File: config.mk
export PLATFORM = sky130hd
export DESIGN_NAME = imm_gen_stage
export DESIGN_NICKNAME = d
export VERILOG_FILES = /design/src/rtl/imm_gen_pkg.sv /design/src/rtl/imm_decode.sv /design/src/rtl/imm_gen_stage.sv
export SDC_FILE = /design/constraint.sdc
export NUM_CORES = 1
export LEC_CHECK = 0
export ABC_AREA = 1
export BUFFER_PORTS_ARGS = -buffer_cell sky130_fd_sc_hd__buf_2
export CAP_MARGIN = 10
export CORE_AREA = 2 2 204 106
export CTS_BUF_LIST = sky130_fd_sc_hd__clkbuf_8
export CTS_CLUSTER_SIZE = 40
export DETAILED_ROUTE_END_ITERATION = 12
export DIE_AREA = 0 0 206 108
export PLACE_DENSITY = 0.69
export SETUP_SLACK_MARGIN = 0.3
export SYNTH_ARGS = -nofsm -noshare
export SYNTH_HDL_FRONTEND = slang
export SYNTH_SLANG_ARGS = --single-unit
File: constraint.sdc
create_clock -name clk -period 1.75 [get_ports clk]
set_input_delay 0.0875 -clock clk [delete_from_list [all_inputs] [get_ports clk]]
set_output_delay 0.0875 -clock clk [all_outputs]
set_load 0.005 [all_outputs]
File: src/rtl/imm_gen_pkg.sv
// Shared definitions for the immediate-generation decode stage.
package imm_gen_pkg;

    localparam int unsigned ILEN  = 32;
    localparam int unsigned OPC_W = 7;
    localparam int unsigned FMT_W = 3;

    // Immediate format codes presented on the stage output
    typedef enum logic [FMT_W-1:0] {
        FMT_NONE = 3'd0,
        FMT_I    = 3'd1,
        FMT_S    = 3'd2,
        FMT_B    = 3'd3,
        FMT_U    = 3'd4,
        FMT_J    = 3'd5,
        FMT_Z    = 3'd6
    } fmt_e;

    // Major opcodes (instr[6:0])
    localparam logic [OPC_W-1:0] OPC_LOAD      = 7'b0000011;
    localparam logic [OPC_W-1:0] OPC_MISC_MEM  = 7'b0001111;
    localparam logic [OPC_W-1:0] OPC_OP_IMM    = 7'b0010011;
    localparam logic [OPC_W-1:0] OPC_AUIPC     = 7'b0010111;
    localparam logic [OPC_W-1:0] OPC_OP_IMM_32 = 7'b0011011;
    localparam logic [OPC_W-1:0] OPC_STORE     = 7'b0100011;
    localparam logic [OPC_W-1:0] OPC_OP        = 7'b0110011;
    localparam logic [OPC_W-1:0] OPC_LUI       = 7'b0110111;
    localparam logic [OPC_W-1:0] OPC_OP_32     = 7'b0111011;
    localparam logic [OPC_W-1:0] OPC_BRANCH    = 7'b1100011;
    localparam logic [OPC_W-1:0] OPC_JALR      = 7'b1100111;
    localparam logic [OPC_W-1:0] OPC_JAL       = 7'b1101111;
    localparam logic [OPC_W-1:0] OPC_SYSTEM    = 7'b1110011;

    // Classification produced by the decoder before immediate assembly
    typedef struct packed {
        fmt_e fmt;
        logic illegal;
    } dec_info_t;

    // Only RV32 and RV64 datapaths are supported
    function automatic logic xlen_legal(input int unsigned xlen);
        return (xlen == 32) || (xlen == 64);
    endfunction

endpackage

File: src/rtl/imm_decode.sv
// Pure combinational RISC-V immediate decoder: instruction -> immediate, format, illegal.
module imm_decode
    import imm_gen_pkg::*;
#(
    parameter int unsigned XLEN    = 32,
    parameter bit          ZIMM_EN = 1'b1
) (
    input  logic [ILEN-1:0] instr_i,
    output logic [XLEN-1:0] imm_c_o,
    output fmt_e            fmt_c_o,
    output logic            illegal_c_o
);

    // RV64-only opcodes are decoded only on a legal 64-bit datapath
    localparam bit RV64 = xlen_legal(XLEN) && (XLEN == 64);

    dec_info_t   info;
    logic [31:0] imm32;
    logic        sgn;

    // Opcode classification; anything unrecognised is flagged illegal with format NONE
    always_comb begin
        info = '{fmt: FMT_NONE, illegal: 1'b0};
        if (instr_i[1:0] != 2'b11) begin
            info.illegal = 1'b1;
        end else begin
            case (instr_i[OPC_W-1:0])
                OPC_LOAD, OPC_OP_IMM, OPC_JALR, OPC_MISC_MEM: info.fmt = FMT_I;
                OPC_OP_IMM_32: begin
                    if (RV64) info.fmt = FMT_I;
                    else      info.illegal = 1'b1;
                end
                OPC_STORE:           info.fmt = FMT_S;
                OPC_BRANCH:          info.fmt = FMT_B;
                OPC_AUIPC, OPC_LUI:  info.fmt = FMT_U;
                OPC_JAL:             info.fmt = FMT_J;
                OPC_OP:              info.fmt = FMT_NONE;
                OPC_OP_32: begin
                    if (!RV64) info.illegal = 1'b1;
                end
                OPC_SYSTEM: info.fmt = (ZIMM_EN && instr_i[14]) ? FMT_Z : FMT_I;
                default:    info.illegal = 1'b1;
            endcase
        end
    end

    // 32-bit immediate assembly; widened below by sign extension of bit 31
    always_comb begin
        sgn   = instr_i[31];
        imm32 = '0;
        case (info.fmt)
            FMT_I: imm32 = {{20{sgn}}, instr_i[31:20]};
            FMT_S: imm32 = {{20{sgn}}, instr_i[31:25], instr_i[11:7]};
            FMT_B: imm32 = {{19{sgn}}, sgn, instr_i[7], instr_i[30:25], instr_i[11:8], 1'b0};
            FMT_U: imm32 = {instr_i[31:12], 12'b0};
            FMT_J: imm32 = {{11{sgn}}, sgn, instr_i[19:12], instr_i[20], instr_i[30:21], 1'b0};
            // zimm has bit 31 clear, so the sign extension below zero-extends it
            FMT_Z: imm32 = {27'b0, instr_i[19:15]};
            default: imm32 = '0;
        endcase
    end

    assign imm_c_o     = XLEN'($signed(imm32));
    assign fmt_c_o     = info.fmt;
    assign illegal_c_o = info.illegal;

endmodule

File: src/rtl/imm_gen_stage.sv
// Registered immediate-generation stage: decoder feeding a 2-entry FIFO with valid/ready on both sides.
module imm_gen_stage
    import imm_gen_pkg::*;
#(
    parameter int unsigned XLEN    = 32,
    parameter bit          ZIMM_EN = 1'b1
) (
    input  logic             clk,
    input  logic             rst_n,
    input  logic             flush,
    input  logic             in_valid,
    output logic             in_ready,
    input  logic [ILEN-1:0]  in_instr,
    input  logic [XLEN-1:0]  in_pc,
    output logic             out_valid,
    input  logic             out_ready,
    output logic [ILEN-1:0]  out_instr,
    output logic [XLEN-1:0]  out_pc,
    output logic [XLEN-1:0]  out_imm,
    output logic [FMT_W-1:0] out_fmt,
    output logic             out_illegal
);

    localparam int unsigned CNT_W = 2;

    // One buffered decode result
    typedef struct packed {
        logic [ILEN-1:0] instr;
        logic [XLEN-1:0] pc;
        logic [XLEN-1:0] imm;
        fmt_e            fmt;
        logic            illegal;
    } entry_t;

    logic [XLEN-1:0]  dec_imm;
    fmt_e             dec_fmt;
    logic             dec_ill;
    entry_t           new_e;

    // head_q drives the outputs directly; tail_q only holds the second entry under backpressure
    entry_t           head_q, head_d;
    entry_t           tail_q, tail_d;
    logic [CNT_W-1:0] count_q, count_d;
    logic             in_ready_q, out_valid_q;
    logic             push, pop;

    imm_decode #(
        .XLEN    (XLEN),
        .ZIMM_EN (ZIMM_EN)
    ) u_imm_decode (
        .instr_i     (in_instr),
        .imm_c_o     (dec_imm),
        .fmt_c_o     (dec_fmt),
        .illegal_c_o (dec_ill)
    );

    // Candidate entry built from the current input and its decode
    always_comb begin
        new_e = '{instr: in_instr, pc: in_pc, imm: dec_imm, fmt: dec_fmt, illegal: dec_ill};
    end

    // Handshakes use registered ready/valid only, so there is no path from out_ready to in_ready
    assign push = in_valid & in_ready_q;
    assign pop  = out_valid_q & out_ready;

    // FIFO next-state: flush wins over push/pop; a push with a pop at one entry replaces the head
    always_comb begin
        count_d = count_q;
        head_d  = head_q;
        tail_d  = tail_q;
        if (flush) begin
            count_d = '0;
        end else begin
            case (count_q)
                CNT_W'(0): begin
                    if (push) begin
                        head_d  = new_e;
                        count_d = CNT_W'(1);
                    end
                end
                CNT_W'(1): begin
                    if (push && pop) begin
                        head_d = new_e;
                    end else if (push) begin
                        tail_d  = new_e;
                        count_d = CNT_W'(2);
                    end else if (pop) begin
                        count_d = CNT_W'(0);
                    end
                end
                CNT_W'(2): begin
                    if (pop) begin
                        head_d  = tail_q;
                        count_d = CNT_W'(1);
                    end
                end
                default: count_d = '0;
            endcase
        end
    end

    // State and registered handshake flags; reset overrides flush
    always_ff @(posedge clk) begin
        if (!rst_n) begin
            count_q     <= '0;
            head_q      <= '0;
            tail_q      <= '0;
            in_ready_q  <= 1'b1;
            out_valid_q <= 1'b0;
        end else begin
            count_q     <= count_d;
            head_q      <= head_d;
            tail_q      <= tail_d;
            in_ready_q  <= (count_d != CNT_W'(2));
            out_valid_q <= (count_d != CNT_W'(0));
        end
    end

    assign in_ready    = in_ready_q;
    assign out_valid   = out_valid_q;
    assign out_instr   = head_q.instr;
    assign out_pc      = head_q.pc;
    assign out_imm     = head_q.imm;
    assign out_fmt     = head_q.fmt;
    assign out_illegal = head_q.illegal;

endmodule

* Word-level counts from Yosys, hierarchy flattened
Cells that the tools add are included.
Word-level totals: register bits after elaboration 204, input port bits 69, output and inout bits 102, logic and storage cells 67
Operators by class: equality and inequality tests 24, multiplexer cells 17, bitwise logic cells 4, reduce and logical (&&, ||, !) cells 9
Operator list (count):
- two-way mux 100 bit | 3
- one-hot mux 100 bit (3 select lines) | 1
- one-hot mux 32 bit (6 select lines) | 1
- == test 7 bit (second input constant) | 4
- == test 7 x 6 -> 1 bit (second input constant) | 3
- one-hot mux 3 bit (6 select lines) | 1
- == test 7 x 5 -> 1 bit (second input constant) | 2
- two-way mux 2 bit | 6
- OR reduction 11 bit | 1
- != test 2 bit (second input constant) | 5
- == test 3 bit (second input constant) | 3
- == test 7 x 2 -> 1 bit (second input constant) | 1
- == test 7 x 4 -> 1 bit (second input constant) | 1
- == test 3 x 2 -> 1 bit (second input constant) | 2
- two-way mux 3 bit | 2
- one-hot mux 2 bit (3 select lines) | 1
- AND reduction 5 bit | 1
- AND reduction 4 bit | 1
- OR reduction 4 bit | 1
- == test 3 x 1 -> 1 bit (second input constant) | 1
- nonzero test 3 bit | 1
- bitwise AND 1 bit | 2
- == test 2 x 1 -> 1 bit (second input constant) | 1
- == test 2 bit (second input constant) | 1
- other kinds (6) | 8

* Logic depth before layout (Yosys ltp)
depth after elaboration 8, gate-level depth with buffers 14, depth with buffers taken out 13

* Modules after synthesis
From an unflattened synthesis, not the netlist that was laid out.
Unflattened totals: cell total of the unflattened synthesis 1623, area, all modules 9840.7 sq um
By module, submodules not included:
- imm_gen_stage | instances 1, cells an instance 1418, area an instance 8859.7 sq um, seq. area each 4083.9 sq um
- imm_decode | instances 1, cells an instance 205, area an instance 980.9 sq um, seq. area each 0.0 sq um

* Least setup slack after synthesis
OpenSTA, ideal clock, no wires.
path kind register to register, start register in_ready_q (netlist: in_ready), end register tail_q[23] (netlist bit), setup time 0.116 ns, arrival 1.390 ns, data required time 1.634 ns, setup slack 0.244 ns, stages on the path, launching flop included 9, path buffers 1, clock period less this slack 1.506 ns, path through dfxtp_1 > nand2_1 > nor3b_1 > nand2_1 > clkinv_1 > clkbuf_1 > nand4_1 > o211ai_1 > inv_1
Between the ends: cells in the longest elaborated chain, start to end 4
RTL lines:
- from (decl) | RTL line imm_gen_stage.sv:44 | logic in_ready_q, out_valid_q;
- from (signal assigned) | RTL line imm_gen_stage.sv:114 | in_ready_q <= (count_d != CNT_W'(2));
- bitwise AND 1 bit (*) | RTL line imm_gen_stage.sv:63 | assign push = in_valid & in_ready_q;
- logical AND 1 bit | RTL line imm_gen_stage.sv:82 | if (push && pop) begin
- NOT 1 bit (no source line)
- AND reduction 4 bit (no source line) (*)
- to (signal assigned) | RTL line imm_gen_stage.sv:113 | tail_q <= tail_d;
- to (decl) | RTL line imm_gen_stage.sv:42 | entry_t tail_q, tail_d;
Every way passes the cells marked *; elsewhere a longest branch is shown, timed or not. A chain may end at the register's enable or synchronous reset.

* Worst setup path in the final report
start register in_ready_q (netlist: in_ready), end register tail_q[6] (netlist bit)
Same word-level chain as after synthesis.

==> flow_metrics.py <==
metrics = {
    "outcome": {
        "status": "finished clean",
    },
    "route": {
        "drc": 0,
        "final_antenna_net_count": 0,
        "routed_via_density": 5.52,
        "dr.pass1.iters": 6,
        "drt_iter0_drc": 944,
        "route.vias.total": 9685,
        "wl_per_cell_um": 18.1,
        "wirelength_um": 31700,
    },
    "placement": {
        "place.port_buffers": 170,
        "dpl.cell_count": 1601,
        "post-dp-hpwl_um": 16200,
        "place_congestion": 0.871,
    },
    "synthesis": {
        "synth_adder_area_share_pct": 0,
        "yosys.area.top_type": "dfxtp_1",
        "ys.warnings.count": 0,
        "seq_area_frac_synth_pct": 45.3,
        "syn_avg_cell_area_sq_um": 7.36,
        "synthMuxAreaShare_pct": 0,
        "yosysUniqueCellTypes": 31,
        "ys_top_cells_by_area": "dfxtp_1 (45%), a211oi_1 (9.0%), inv_1 (7.2%)",
        "synthFlopType": "dfxtp_1",
        "async_flop_share_pct": 0,
        "synth_compound_area_share_pct": 23.5,
        "netlist_instances": 1225,
        "synth_seq_cells": 204,
        "synth_top_area_share_pct": 45.3,
        "synth_top_family_by_area": "compound AO/OA/AOI/OAI gates",
        "synthSimpleGateAreaFrac_pct": 19.6,
        "syn_area_sq_um": 9020,
        "synth_fp_nets": 1294,
        "synth_edf_count": 0,
        "synthXorXnorAreaFrac_pct": 0,
    },
    "pwr": {
        "p_leak_nw": 5.62,
        "max-vdd-ir-drop_v": 0.000485,
        "cellPowerDensity_nw_per_um2": 798,
    },
    "timing": {
        "slew_viol_final": 0,
        "finClkSkew_ns": 0.00921,
        "relSlewSlack_pct": 62.6,
        "fmax_mhz": 604,
        "setup-tns-final_ns": 0,
        "rsz0062_at_grt": "true",
        "setup_violations": 0,
        "min_period_over_period_pct": 94.6,
        "tightest_slew_ns": 0.555,
        "hold_viol_final": 0,
        "min_period_ns": 1.66,
    },
    "die": {
        "start_util_pct": 44.5,
        "fp.dieArea_sq_um": 22200,
        "core_area_sq_um": 20300,
        "die_x_um": 206,
        "die-height_um": 108,
        "num_rows": 37,
        "design.portCount": 171,
    },
    "setup_path": {
        "critPathMaxFanout": 6,
        "worstPathRequired_ns": 2.27,
        "cp.arrival_ns": 2.18,
        "path_class": "flip-flop to flip-flop",
        "crit_path_end_kind": "flip-flop",
        "critPathLaunchType": "flip-flop",
    },
    "clock_network": {
        "clk_pin_slew_worst_paths_ns": 0.07,
        "htreeDepth": 1,
        "cts_max_path_buffers": 3,
        "cts_made_buffers": 30,
        "clk_latency_ns": 0.58,
        "cts_tree": "yes",
        "cts-root-buf": "clkbuf_8",
        "clock-sinks": 204,
    },
    "cells_and_area": {
        "area_growth_pct": 43.4,
        "num_antenna_cells": 0,
        "layout-drive-gt1-share_pct": 31.8,
        "fin_cells": 1755,
        "finalNetCount": 1532,
        "fill_cells": 1653,
    },
    "global_routing": {
        "grt_pass1_vias": 8962,
        "grt_max_degree": 104,
        "grt_overflow": 0,
        "grt_pass1_wl_um": 44300,
        "track_usage_pct": 24.8,
        "antenna_found_initial": 0,
    },
    "worst_hold_path": {
        "hold_path_class": "primary input to flip-flop",
    },
    "run": {
        "maxCapViolCount": 0,
    },
}
[placed cells by master (no fill, tap or decap), types with 2 or more instances in the layout]
| cell | netlist | layout |
|---|---|---|
| buf_4 | 1 | 17 |
| inv_1 | 173 | 181 |
| a21oi_2 | 1 | 27 |
| o21ai_2 | 0 | 17 |
| dlygate4sd3_1 | 0 | 67 |
| clkbuf_8 | 0 | 37 |
| nand2_4 | 2 | 7 |
| clkinv_2 | 0 | 3 |
| nor2_1 | 161 | 142 |
| nand4_1 | 24 | 24 |
| buf_8 | 1 | 3 |
| nor2_4 | 3 | 4 |
| nor2_2 | 3 | 21 |
| dfxtp_1 | 204 | 200 |
| a211oi_1 | 108 | 37 |
| nand3_1 | 33 | 21 |
| nor3_2 | 2 | 2 |
| o21ai_1 | 0 | 35 |
| dfxtp_2 | 0 | 2 |
| buf_6 | 1 | 6 |
| o21ai_4 | 0 | 2 |
| a21oi_1 | 120 | 94 |
| nand2_2 | 4 | 10 |
| a211oi_2 | 0 | 71 |
| buf_2 | 2 | 170 |
| clkbuf_16 | 0 | 11 |
| inv_2 | 6 | 6 |
| o211ai_1 | 22 | 22 |
| nand2_8 | 3 | 3 |
| buf_12 | 0 | 14 |
| o21ai_0 | 107 | 53 |
| dfxtp_4 | 0 | 2 |
| nand3_2 | 9 | 20 |
| nand2_1 | 143 | 132 |
| buf_16 | 0 | 9 |
[routing by layer]
metal  share of wire (%)  global-route usage (%)
met4                 3.1                    9.69
met3                 6.8                    5.03
met2                  46                    41.1
met1                  44                    32.0
met5                   0                       0
[registers in the layout, summed over array words and instances (netlist names)]
signal and count:
out_pc 32, out_imm 32, count_q 2, out_fmt 3, tail_q 100, in_ready 1
out_illegal 1, out_valid 1, out_instr 32
[synth_stat cells (all sizes together), types with 3 or more instances]
library cell  instances
a211oi              108
a21oi               121
buf                  10
clkbuf               82
dfxtp               204
inv                 179
nand2               152
nand3                42
nand4                25
nor2                167
nor3                  3
o211ai               22
o21ai               107
[area by class of cell]
class                      count  area (sq um)  area share [%]
tap                          273           342            2.64
clock inverter                14          86.3           0.667
inverter                     180           697            5.39
sequential                   204          4090            31.6
clock buffer                  37           509            3.94
multi-input combinational    749          4610            35.6
timing repair buffer         298          2600            20.1
[power by group]
group	total (mW)	internal (mW)	switching (mW)
sequential	4.93	4.83	0.0964
clock	3.92	2.04	1.88
combinational	1.47	0.645	0.829
[per-stage QoR]
stage | setup WS (ns) | area, sq um | hold WS [ns] | util [%] | power [mW]
2_1_floorplan | 0.297 | 9020 | 0.250 | - | 5.57
3_3_place_gp | 0.138 | 10200 | 0.366 | 50.2 | 5.98
3_5_place_dp | 0.0517 | 10200 | 0.369 | 50.2 | 6.01
4_1_cts | 0.247 | 11900 | 0.0549 | 58.8 | 10.1
5_1_grt | 0.0404 | 12900 | 0.102 | 63.8 | 10.7
6_report | 0.0938 | 12900 | 0.0843 | 63.8 | 10.3
[path summary, 6_finish.rpt]
kind              depth (start not counted)            end  slack [ns]     startpoint
setup / recovery                          8      tail_q[6]        0.09       in_ready
hold / removal                            6      tail_q[0]        0.08    in_instr[5]
setup reg to reg                          8      tail_q[6]        0.09       in_ready
hold reg to reg                           2  out_instr[25]        0.44  out_instr[25]
[cells by family (layout without fill, tap and decap cells)]
group / after synthesis / count (layout)
AND/OR/NAND/NOR: 391 / 391
AO/OA/AOI/OAI: 358 / 358
buffers and inverters: 272 / 529
flip-flops: 204 / 204
[repair_timing]
action	in CTS	in global routing
resized for setup	64	194
hold buffers	67	0
hold endpoints to repair	165	0
pin swaps	4	17
gates cloned	6	18
setup endpoints to repair	201	190
setup buffers	8	4
[critical path: stages (launching register included)]
cell and delay [ns]:
dfxtp_2 0.35, nand2_4 0.07, nor3b_4 0.26, nand2_4 0.18, buf_12 0.19, clkbuf_16 0.15
a21oi_1 0.20, o21ai_1 0.12, inv_1 0.06
No activity file was read; power rests on OpenSTA's default activity.
